File: src/rtl/fetch_unit_pkg.sv
// Core-wide constants and types shared by the fetch path and the core top level.
package fetch_unit_pkg;

    localparam int XLEN = 32;
    localparam int ILEN = 32;
    localparam logic [XLEN-1:0] DEFAULT_RESET_PC = 32'h0000_0000;

    typedef struct packed {
        logic [XLEN-1:0] pc;
        logic [ILEN-1:0] instr;
    } fetch_entry_t;

    function automatic logic [XLEN-1:0] align_pc(input logic [XLEN-1:0] pc);
        return pc & 32'hFFFF_FFFC;
    endfunction

endpackage

File: src/rtl/fetch_unit_sync_fifo.sv
// First-word-fall-through synchronous FIFO with occupancy count and flush.
module sync_fifo #(
    parameter int WIDTH = 64,
    parameter int DEPTH = 4
) (
    input  logic                     clk,
    input  logic                     rst_n,
    input  logic                     flush,
    input  logic                     push,
    input  logic [WIDTH-1:0]         push_data,
    input  logic                     pop,
    output logic [WIDTH-1:0]         pop_data,
    output logic [$clog2(DEPTH):0]   count
);

    localparam int AW = $clog2(DEPTH);
    localparam int CW = AW + 1;
    localparam logic [CW-1:0] FULL_COUNT = CW'(DEPTH);

    logic [WIDTH-1:0] mem [DEPTH];
    logic [AW-1:0]    wr_ptr;
    logic [AW-1:0]    rd_ptr;
    logic             do_push;
    logic             do_pop;

    assign do_pop  = pop && (count != '0);
    assign do_push = push && (count != FULL_COUNT);

    always_ff @(posedge clk) begin
        if (!rst_n || flush) begin
            wr_ptr <= '0;
            rd_ptr <= '0;
            count  <= '0;
        end else begin
            if (do_push) begin
                wr_ptr <= wr_ptr + 1'b1;
            end
            if (do_pop) begin
                rd_ptr <= rd_ptr + 1'b1;
            end
            count <= count + CW'(do_push) - CW'(do_pop);
        end
    end

    // Storage is deliberately left unreset; only the pointers define validity.
    always_ff @(posedge clk) begin
        if (do_push) begin
            mem[wr_ptr] <= push_data;
        end
    end

    assign pop_data = mem[rd_ptr];

endmodule

File: src/rtl/fetch_unit.sv
// Instruction fetch: issues sequential word fetches, buffers returned words with their PCs,
// and handles redirects by flushing the buffer and discarding stale in-flight responses.
module fetch_unit
    import fetch_unit_pkg::*;
#(
    parameter logic [31:0] RESET_PC = DEFAULT_RESET_PC,
    parameter int          DEPTH    = 4
) (
    input  logic        clk,
    input  logic        rst_n,
    output logic        imem_req_valid,
    input  logic        imem_req_ready,
    output logic [31:0] imem_addr,
    input  logic        imem_rsp_valid,
    input  logic [31:0] imem_rsp_data,
    input  logic        redirect_valid,
    input  logic [31:0] redirect_pc,
    output logic        instr_valid,
    input  logic        instr_ready,
    output logic [31:0] instr_data,
    output logic [31:0] instr_pc,
    output logic [31:0] debug_pc
);

    localparam int AW = $clog2(DEPTH);
    localparam int CW = AW + 1;
    localparam logic [CW:0] DEPTH_X = (CW + 1)'(DEPTH);

    logic [31:0]   fetch_pc;
    logic          run;
    logic [CW-1:0] count;
    logic [CW-1:0] inflight;
    logic [CW-1:0] drop_cnt;
    logic [31:0]   aq_mem [DEPTH];
    logic [AW-1:0] aq_wr;
    logic [AW-1:0] aq_rd;

    logic          accept;
    logic          rsp_drop;
    logic          rsp_keep;
    logic          pop;
    fetch_entry_t  push_entry;
    fetch_entry_t  head_entry;

    // Dropped-but-pending responses still occupy a slot, so the budget counts all of inflight.
    assign imem_req_valid = run && !redirect_valid
                            && (({1'b0, count} + {1'b0, inflight}) < DEPTH_X);
    assign accept   = imem_req_valid && imem_req_ready;
    assign rsp_drop = (drop_cnt != '0);
    assign rsp_keep = imem_rsp_valid && !rsp_drop && !redirect_valid;
    assign pop      = instr_valid && instr_ready;

    always_ff @(posedge clk) begin
        if (!rst_n) begin
            fetch_pc <= RESET_PC;
            run      <= 1'b0;
            inflight <= '0;
            drop_cnt <= '0;
            aq_wr    <= '0;
            aq_rd    <= '0;
        end else begin
            run      <= 1'b1;
            inflight <= inflight + CW'(accept) - CW'(imem_rsp_valid);
            if (redirect_valid) begin
                fetch_pc <= align_pc(redirect_pc);
                drop_cnt <= inflight - CW'(imem_rsp_valid);
                aq_wr    <= '0;
                aq_rd    <= '0;
            end else begin
                if (accept) begin
                    fetch_pc <= fetch_pc + 32'd4;
                    aq_wr    <= aq_wr + 1'b1;
                end
                if (imem_rsp_valid && rsp_drop) begin
                    drop_cnt <= drop_cnt - 1'b1;
                end
                if (rsp_keep) begin
                    aq_rd <= aq_rd + 1'b1;
                end
            end
        end
    end

    always_ff @(posedge clk) begin
        if (accept) begin
            aq_mem[aq_wr] <= fetch_pc;
        end
    end

    assign push_entry.pc    = aq_mem[aq_rd];
    assign push_entry.instr = imem_rsp_data;

    sync_fifo #(
        .WIDTH ($bits(fetch_entry_t)),
        .DEPTH (DEPTH)
    ) u_buffer (
        .clk       (clk),
        .rst_n     (rst_n),
        .flush     (redirect_valid),
        .push      (rsp_keep),
        .push_data (push_entry),
        .pop       (pop),
        .pop_data  (head_entry),
        .count     (count)
    );

    assign instr_valid = (count != '0);
    assign instr_data  = head_entry.instr;
    assign instr_pc    = head_entry.pc;
    assign imem_addr   = fetch_pc;
    assign debug_pc    = fetch_pc;

endmodule

File: config.mk
export PLATFORM = sky130hd
export DESIGN_NAME = fetch_unit
export DESIGN_NICKNAME = d
export VERILOG_FILES = /design/src/rtl/fetch_unit_pkg.sv /design/src/rtl/fetch_unit_sync_fifo.sv /design/src/rtl/fetch_unit.sv
export SDC_FILE = /design/constraint.sdc
export NUM_CORES = 1
export LEC_CHECK = 0
export ABC_AREA = 1
export ABC_CLOCK_PERIOD_IN_PS = 10290
export BUFFER_PORTS_ARGS = -buffer_cell sky130_fd_sc_hd__buf_2
export CAP_MARGIN = 20
export CELL_PAD_IN_SITES_DETAIL_PLACEMENT = 2
export CELL_PAD_IN_SITES_GLOBAL_PLACEMENT = 2
export CORE_AREA = 2 2 170 239
export CTS_BUF_LIST = sky130_fd_sc_hd__clkbuf_4
export CTS_CLUSTER_SIZE = 16
export DETAILED_ROUTE_END_ITERATION = 8
export DIE_AREA = 0 0 172 241
export GPL_TIMING_DRIVEN = 1
export PLACE_DENSITY = 0.95
export SLEW_MARGIN = 20
export SYNTH_ARGS = -nofsm -noshare
export SYNTH_HDL_FRONTEND = slang
export SYNTH_SLANG_ARGS = --single-unit
File: constraint.sdc
create_clock -name clk -period 10.29 [get_ports clk]
set_clock_uncertainty 0.2 [all_clocks]
set_input_delay 1.5435 -clock clk [delete_from_list [all_inputs] [get_ports clk]]
set_output_delay 1.5435 -clock clk [all_outputs]
set_load 0.02 [all_outputs]
==> Yosys cells after proc, flatten, opt, wreduce, memory -nomap -nowiden <==
Memories as Yosys holds them, arrays and structs flattened. A register that Yosys moved wholly into a read port is not among the register bits.
Index checks and enable logic that the tools add are counted.
{ "op_classes": {"addsub": 12, "n_mul": 0, "n_div": 0, "order_cmp": 1, "eq_ne": 1, "n_shift": 0, "mux": 13, "bitwise_logic": 1, "reduce_logical": 18} }
{ "ops": {"columns": ["operator", "count"], "rows": [
  ["two-way mux 32 bit", 2],
  ["adder 32 x 3 -> 32 bit (second input constant)", 1],
  ["logical AND 1 bit", 9],
  ["subtractor 3 x 1 -> 3 bit", 3],
  ["adder 2 x 1 -> 2 bit (second input constant)", 4],
  ["two-way mux 2 bit", 4],
  ["adder 3 x 1 -> 3 bit", 2],
  ["two-way mux 3 bit", 2],
  ["nonzero test 3 bit", 2],
  ["two-way mux 1 bit", 5],
  ["adder 3 x 3 -> 4 bit", 1],
  ["< comparator 4 x 3 -> 1 bit (second input constant)", 1],
  ["nonzero test 2 bit", 2],
  ["logical NOT 1 bit", 3],
  ["inequality test 3 bit (second input constant)", 1],
  ["subtractor 3 x 1 -> 3 bit (second input constant)", 1],
  ["OR reduction 2 bit", 1],
  ["logical OR 1 bit", 1],
  ["inverter 1 bit", 1]
]} }
{ "word_totals": {"regBits": 50, "latchBits": 0, "ramBits": 384, "romBits": 0, "inputBits": 70, "out_inout_bits": 130, "word_cells": 58, "memories": 2} }
{ "mem_list": {"columns": ["name", "depth", "word_bits", "rd", "rd_clocked_by_memory_dff", "write_ports", "line", "source"], "rows": [
  ["u_buffer.mem", 4, 64, 1, 1, 1, "fetch_unit_sync_fifo.sv:20", "logic [WIDTH-1:0] mem [DEPTH];"],
  ["aq_mem", 4, 32, 1, 1, 1, "fetch_unit.sv:34", "logic [31:0] aq_mem [DEPTH];"]
]} }

==> Logic depth before layout (Yosys ltp) <==
Gate-level depths: netlist of run 1.
{ "depth": {"ltp_word": 7, "depth_mapped": 14, "depth_no_buf": 13} }

==> Hierarchy <==
Synthesis of run 1 repeated with hierarchy kept, for this count alone.
{ "unflattened": {"cells_unflattened": 1479, "hier_area_um2": 17501.8} }
{ "modules_own_cells": {"columns": ["module", "instances", "cells_each", "area_per_inst_um2", "seq_area_each_um2"], "rows": [
  ["sync_fifo", 1, 685, 9975.8, 7867.5],
  ["fetch_unit", 1, 794, 7526.0, 4464.3]
]} }

==> Worst setup path before layout of run 1 <==
No wires, ideal clock.
{ "synth_timing": {"path_kind": "input to register", "from": "input redirect_valid", "to": "memory u_buffer.mem[0][0] (enable)", "setup_ns": 0.482, "t_arrival_ns": 4.723, "t_required_ns": 9.608, "setup_slack_ns": 4.884, "cell_stages": 5, "n_path_buf": 0, "path_cell_list": "inv_2 -> nand4_1 -> a31oi_1 -> inv_1 -> nor2_1"} }
{ "synth_between": {"elab_chain_len": 5} }
{ "synth_rtl": {"columns": ["element", "line", "source"], "rows": [
  ["from (decl)", "fetch_unit.sv:16", "input logic redirect_valid,"],
  ["logical NOT 1 bit", "fetch_unit.sv:50", "assign rsp_keep = imem_rsp_valid && !rsp_drop && !redirect_valid;"],
  ["logical AND 1 bit", "fetch_unit.sv:50", null],
  ["logical AND 1 bit", "fetch_unit_sync_fifo.sv:27", "assign do_push = push && (count != FULL_COUNT);"],
  ["two-way mux 1 bit", "fetch_unit_sync_fifo.sv:47", "if (do_push) begin"],
  ["two-way mux 1 bit (implied by the code)", "fetch_unit_sync_fifo.sv:48", "mem[wr_ptr] <= push_data;"],
  ["to (decl)", "fetch_unit_sync_fifo.sv:20", null]
]} }
No other way between the ends.

==> summary.txt, run 1 <==
Global routing
  – Vias in the first global route: 14.2k
  – Largest net degree at the start of global routing: 66
  – Met3 Use GR: 0.0525
  – Initial antenna violation count: 2
  – First-pass GRT wire length: 86.7 mm
  – Gr usage total: 0.282
  – Grt ovf: 0
  – Gr busiest metal: met2
  – Routing usage on met2: 0.512
  – M1 GR Usage: 0.312

Critical path
  – CP Launch Type: register
  – Worst path arrival time: 3.87 ns
  – Cell Chain, Critical Path: clkinv_2 > buf_4 > o21ai_0 > o22ai_1 > buf_2
  – CP required: 8.55 ns
  – Critical path class: register to output pin
  – CP peak stage delay: 0.89 ns
  – CP max FO: 65
  – CP endpoint kind: output pin
  – Crit-path slowest cell: clkinv_2

Worst hold path
  – Hold WC Path Type: register to register

CTS
  – TritonCTS clock tree: done
  – Clk_lat worst skew: 0.81 ns
  – CTS Buffer Depth: 3
  – CTS sink cnt: 420
  – Total CTS buffers: 102
  – Clock transition at path regs: 0.07 ns
  – Post-CTS sizing: 0
  – Setup Fix Bufs, Post-CTS: 0
  – H-Tree Depth: 3
  – CTS root buf: clkbuf_4
  – Hold-fix buffer count after cts: 0

Timing
  – Fin crit period: approximately 5.6 ns
  – Tcrit/Tclk final: 0.545
  – Final setup violation count: 0
  – Worst-Margin Slew: 1.09 ns
  – Hold Vio Cnt, Final: 0
  – TNS Setup: 0 ns
  – RSZ-0062 raised after global routing: false
  – Max Slew Vio Count: 0
  – Fmax achieved: 178 MHz
  – Slew HR: 0.273

Route
  – DRC viols: 0
  – Vias: 12.6k
  – WL per Instance: ~26 µm
  – Wirelength, routed: 57.8 mm
  – Final ANT Viol Nets: 0
  – Vias per Instance: roughly 5.6
  – Initial DRC Count: 757
  – 1st-pass router iterations: 5

Finish
  – Finished Layout Cells: 2256
  – Fin nets: 1737
  – Commonest non-fill, non-tap cell in the layout: edfxtp_1
  – Multi-input gate area: 4140 µm²
  – Sequential standard cell area: 12100 µm²
  – Share of post-route cells with drive strength above 1: 0.225
  – Final Util: 0.501
  – Finished layout cell area: between 15000 and 20000 µm²
  – Commonest cells after routing, fill and taps aside: edfxtp_1, nor2_1, o21ai_0
  – Fill cells: between 4k and 5k
  – Area Growth Syn to Fin: 15.0%

Yosys
  – Syn Inst Count: 1441
  – Syn avg cell area: 11.8 µm²
  – FF+latch count, synth: 420
  – Synth unique cells: 34
  – Seq/Total Area, Yosys: 0.708
  – Synth Cell Area: ~17000 µm²
  – Yosys Warn Count: 0

Placed design
  – Port bufs: 191
  – Cells after DPL: 2068
  – Placed cell area: roughly 18000 µm²
  – Dpl hpwl: 34.6 mm
  – Routability cong.: between 0.7 and 0.8

Run status
  – Status: finished clean

Floorplan
  – Num rows: 86
  – Die Y: approximately 240 µm
  – Core Box Area: slightly below 40000 µm²
  – Io pins: 200
  – Initial Utilization: 0.436
  – Die X: 172 µm
  – Die Area: 41500 µm²

Power and ir drop
  – LEAKAGE: 7.24 nW
  – VDD IR max: 91.5 µV
  – PD cells: 188 nW/µm²

Run
  – Maxcap violations: 0
-- cell families (layout without fill, tap and decap cells) --
| family | count (synthesis) | count (layout) | share of synthesized area |
|---|---|---|---|
| AND/OR/NAND/NOR | 438 | 438 | 0.104 |
| other | 1 | 8 | 0.000220 |
| XOR/XNOR | 13 | 13 | 0.00667 |
| buffers and inverters | 201 | 481 | 0.0541 |
| AO/OA/AOI/OAI | 347 | 347 | 0.110 |
| flip-flops | 420 | 420 | 0.708 |
| adder cells (fa/ha/maj) | 21 | 21 | 0.0163 |
-- final cells by class --
cell class                      instances  share of cell area
Multi-Input combinational cell        825               0.211
Tap cell                              528              0.0336
Clock inverter                         37              0.0104
Timing Repair Buffer                  203              0.0547
Clock buffer                          147              0.0562
Antenna cell                            2            0.000255
Sequential cell                       420               0.616
Inverter                               94              0.0180
-- power by group --
part / switching [mW] / internal (mW)
sequential: 0.0507 / 1.91
combinational: 0.224 / 0.0881
clock: 0.722 / 0.708
-- critical path, delay by kind of cell (launching register included) --
family	cells	cell delay (ns)
buffers and inverters	3	1.73
flip-flops	1	0.79
AO/OA/AOI/OAI	2	0.49
-- synth_stat cells --
| cell | n | area, µm² |
|---|---|---|
| a21oi_1 | 29 | 145 |
| a21oi_2 | 1 | 8.76 |
| a22oi_1 | 1 | 7.51 |
| a31oi_1 | 4 | 25.0 |
| and2_1 | 2 | 12.5 |
| buf_1 | 3 | 11.3 |
| buf_2 | 12 | 60.1 |
| buf_4 | 37 | 278 |
| buf_6 | 2 | 22.5 |
| clkbuf_1 | 53 | 199 |
| conb_1 | 1 | 3.75 |
| dfxtp_1 | 52 | 1040 |
| edfxtp_1 | 368 | 11100 |
| fa_1 | 2 | 40.0 |
| ha_1 | 19 | 238 |
| inv_1 | 93 | 349 |
| inv_2 | 1 | 3.75 |
| nand2_1 | 131 | 492 |
| nand2_2 | 4 | 25.0 |
| nand3_1 | 40 | 200 |
| nand3_2 | 1 | 10.0 |
| nand3b_1 | 1 | 7.51 |
| nand4_1 | 4 | 25.0 |
| nor2_1 | 247 | 927 |
| nor2_2 | 2 | 12.5 |
| nor2_4 | 5 | 56.3 |
| nor3_4 | 1 | 16.3 |
| o211ai_1 | 6 | 45.0 |
| o21ai_0 | 212 | 1060 |
| o21ai_1 | 1 | 5.00 |
| o21bai_1 | 1 | 7.51 |
| o22ai_1 | 92 | 576 |
| xnor2_1 | 2 | 17.5 |
| xor2_1 | 11 | 96.3 |
-- flip-flops by register name, indices dropped and copies added, names as in the netlist, named ones only --
| signal | flops |
|---|---|
| u_buffer.rd_ptr | 2 |
| drop_cnt | 3 |
| aq_wr | 2 |
| u_buffer.mem | 248 |
| aq_rd | 2 |
| run | 1 |
| u_buffer.count | 3 |
| debug_pc | 30 |
| inflight | 3 |
| u_buffer.wr_ptr | 2 |
| aq_mem | 120 |
-- layer usage --
layer,wire length (µm),vias to the layer above
met1,21700,6422
met2,30700,431
met3,2560,171
li1,-,5533
met5,0,-
met4,2840,0
-- metrics by stage --
step	setup WS, ns	power [mW]	hold WS [ns]
floorplan	4.88	2.16	0.236
global placement	5.61	2.25	0.247
detailed placement	5.38	2.29	0.279
CTS	4.52	3.73	0.295
global route	4.36	3.84	0.345
finish	4.68	3.70	0.298
-- worst paths after layout --
path / to / slack [ns] / start / cells after the start
worst min register to register: u_buffer.rd_ptr[0] / 0.30 / u_buffer.rd_ptr[0] / 1
worst min-delay path: u_buffer.rd_ptr[0] / 0.30 / u_buffer.rd_ptr[0] / 1
worst max-delay path: instr_pc[10] / 4.68 / register / 5
worst max register to register: debug_pc[17] / 6.96 / inflight[1] / 11
No activity file was read; power rests on OpenSTA's default activity.
==> run 2: changes to the inputs <==
ABC_AREA = 0   (was 1)
ABC_CLOCK_PERIOD_IN_PS = 5700   (was 10290)
CORE_AREA = 2 2 165 232   (was 2 2 170 239)
DIE_AREA = 0 0 167 234   (was 0 0 172 241)
PLACE_DENSITY = 0.89   (was 0.95)
clock period = 5.7 ns   (was 10.29 ns; I/O delays follow)
==> run 2 against run 1 <==
  * Clock power grew 71%
  * Sequential share of layout area grew 2.2 points
  * Count of clock-buffer cells in the layout grew 9
  * First-iteration DRC count shrank 30%
  * Via count shrank 26%
  * Register-to-register slack lost 4.7 ns
  * Final cell count shrank 26%
  * Flip-flop and latch count is the same
  * Routed wire length shrank 24%
  * Final area shrank 3.5%
  * Utilization grew 0.96 points
  * Largest cell class unchanged
==> summary.txt, run 2 <==
Run status
  – Status: finished clean

Global routing
  – Gr usage total: 0.230 (-0.0521)
  – Grt ovf: 0 (unchanged)
  – Initial antenna violation count: 2 (unchanged)
  – First-pass GRT wire length: 67.0 mm (-23%)
  – Vias in the first global route: 10.5k (-27%)
  – Largest net degree at the start of global routing: 63 (-4.5%)

Yosys
  – Seq/Total Area, Yosys: 0.734 (+0.0259)
  – Post-synth EDFFs: 368 (unchanged)
  – Yosys top cell by area: edfxtp_1
  – Synth Cell Area: 16500 µm² (-3.5%)
  – Synth unique cells: 60 (+76%)
  – Most used DFF post-synth: edfxtp_1
  – Synth top cells by count: edfxtp_1, mux4_2, dfxtp_1, buf_4, nor2_1
  – Syn avg cell area: 18.8 µm² (+59%)
  – Yosys top cell area share: 0.671 (+0.0237)
  – Syn Inst Count: 877 (-39%)
  – Yosys Warn Count: 0 (unchanged)
  – FF+latch count, synth: 420 (unchanged)
  – Asr flop ratio synth: 0 (unchanged)
  – Most common cell in the synthesized netlist: edfxtp_1
  – Largest cells by area after synthesis: edfxtp_1, mux4_2, dfxtp_1

Timing
  – Tcrit/Tclk final: 0.691
  – Fin crit period: 3.94 ns
  – Worst-Margin Slew: 1.09 ns (+0.00508 ns)
  – TNS Setup: 0 ns (unchanged)
  – Slew HR: 0.271 (-0.00166)
  – Final setup margin: 1.76 ns (-2.92 ns)
  – Fmax achieved: 254 MHz
  – Max Slew Vio Count: 0 (unchanged)
  – Final setup violation count: 0 (unchanged)
  – RSZ-0062 raised after global routing: false
  – Hold Vio Cnt, Final: 0 (unchanged)

Critical path
  – CP peak stage delay: 0.95 ns (+0.06 ns)
  – Cell Chain, Critical Path: buf_4 > mux4_2 > buf_2
  – Critical path class: register to output pin
  – CP Launch Type: register
  – CP endpoint kind: output pin
  – Worst path arrival time: 2.88 ns (-0.99 ns)
  – Crit-path slowest cell: dfxtp_2
  – CP required: 4.64 ns (-3.91 ns)
  – CP max FO: 35 (-46%)

Floorplan
  – Io pins: 200 (unchanged)
  – Initial Utilization: 0.444 (+0.00803)
  – Die Area: 39100 µm² (-5.7%)
  – Die Y: 234 µm (-2.9%)
  – Num rows: 84 (-2.3%)
  – Core Box Area: 37100 µm² (-5.3%)
  – Die X: 167 µm (-2.9%)

Placed design
  – Port bufs: 191 (unchanged)
  – Place WS: 1.95 ns (-3.42 ns)
  – Routability cong.: 0.758 (-3.4%)
  – Dpl hpwl: 27.6 mm (-20%)

Finish
  – Fin nets: 1205 (-31%)
  – Top reg by flops: u_buffer.mem
  – Max reg flops: 248 (unchanged)
  – Commonest cells after routing, fill and taps aside: edfxtp_1, buf_2, clkbuf_4
  – Fill cells: 3362 (-17%)
  – Area Growth Syn to Fin: 15.1% (about the same)
  – Commonest non-fill, non-tap cell in the layout: edfxtp_1
  – Share of post-route cells with drive strength above 1: 0.396 (+0.171)

Power and ir drop
  – PD cells: 343 nW/µm² (+82%)
  – Total power: 6.51 mW (+76%)
  – VDD IR max: 146 µV (+60%)
  – LEAKAGE: 6.57 nW (-9.2%)

Route
  – WL per Instance: 26.5 µm (+3.5%)
  – 1st-pass router iterations: 5 (unchanged)
  – Wirelength, routed: 44.1 mm (-24%)
  – DRC viols: 0 (unchanged)
  – Final ANT Viol Nets: 0 (unchanged)
  – Initial DRC Count: 532 (-30%)
  – Vias: 9299 (-26%)
  – Vias per Instance: 5.59 (+0.40%)

CTS
  – Clk_lat worst skew: 0.79 ns (-0.02 ns)
  – Total CTS buffers: 102 (unchanged)
  – Hold-fix buffer count after cts: 0 (unchanged)
  – Setup Fix Bufs, Post-CTS: 0 (unchanged)
  – Post-CTS sizing: 0 (unchanged)
  – Clock transition at path regs: 0.08 ns (about the same)
  – TritonCTS clock tree: done
  – CTS Buffer Depth: 3 (unchanged)
  – H-Tree Depth: 3 (unchanged)
  – CTS root buf: clkbuf_4
  – CTS sink cnt: 420 (unchanged)

Run
  – Maxcap violations: 0 (unchanged)

Worst hold path
  – Hold WC Path Type: input pin to register
==> run 2: cell types whose count changed after synthesis, sizes merged, moves of 13 or more <==
cell | before | now
and2 | 2 | 15
clkbuf | 53 | 23
inv | 94 | 19
mux4 | 0 | 92
nand2 | 135 | 27
nand3 | 41 | 14
nor2 | 254 | 37
o21ai | 213 | 17
o22ai | 92 | 0
==> run 2: routing by layer <==
metal  up-vias  share of wire  global-route usage
met3        88          0.052              0.0476
met5         -              0                   0
met4         0          0.025              0.0835
met2       340           0.52               0.399
li1       4002              -                   -
met1      4869           0.40               0.287
==> run 2: cells by family (layout without fill, tap and decap cells) <==
kind of cell,Yosys count,in the layout,share of synthesized area
DFF,420,420,0.734
AOI/OAI and AO/OA,85,85,0.0336
adders and majority gates,21,21,0.0169
other,1,8,0.000228
xor gates and xnor gates,14,14,0.00744
buffers and inverters,97,404,0.0329
muxes,97,97,0.129
and+or+nand+nor,142,142,0.0461
==> run 2: layout make-up <==
cell class / count / area (µm²) / area share
clock buffer: 156 / 1170 / 0.0618
multi-input combinational: 365 / 3870 / 0.204
tap: 473 / 592 / 0.0312
clock inverter: 23 / 87.6 / 0.00462
timing repair buffer: 204 / 1050 / 0.0556
sequential: 420 / 12100 / 0.638
antenna: 2 / 5.00 / 0.000264
inverter: 21 / 78.8 / 0.00416
==> run 2: final timing paths <==
check | slack (ns) | cells after the start | endpoint | start
worst min-delay path | 0.12 | 1 | u_buffer.mem[0][14] | imem_rsp_data[14]
worst max-delay path | 1.76 | 3 | instr_pc[17] | register
worst min register to register | 0.40 | 2 | u_buffer.rd_ptr[0] | u_buffer.rd_ptr[0]
worst max register to register | 2.25 | 13 | inflight[2] | u_buffer.count[2]
==> run 2: metrics by stage <==
| stage | cell area, µm² | std cells | hold slack, ns | utilization |
|---|---|---|---|---|
| after floorplan | 16500 | 882 | 0.267 | - |
| after global placement | 17700 | 1483 | 0.285 | 0.477 |
| after detailed placement | 17700 | 1483 | 0.352 | 0.477 |
| after CTS | 18900 | 1662 | 0.0192 | 0.511 |
| after global routing | 19000 | 1664 | 0.0455 | 0.511 |
| final | 19000 | 1664 | 0.121 | 0.511 |
==> run 2: worst max-delay path: cells and delay by family (launching register included) <==
| kind | cells | cell delay (ns) |
|---|---|---|
| mux | 1 | 0.42 |
| flops | 1 | 0.95 |
| buf+inv | 2 | 0.71 |
==> run 2: report_power, final <==
part | internal [mW] | leakage, nW | switching (mW)
sequential | 3.44 | 3.78 | 0.0884
combinational | 0.203 | 2.04 | 0.335
clock | 1.24 | 0.759 | 1.20
total | 4.89 | 6.57 | 1.62
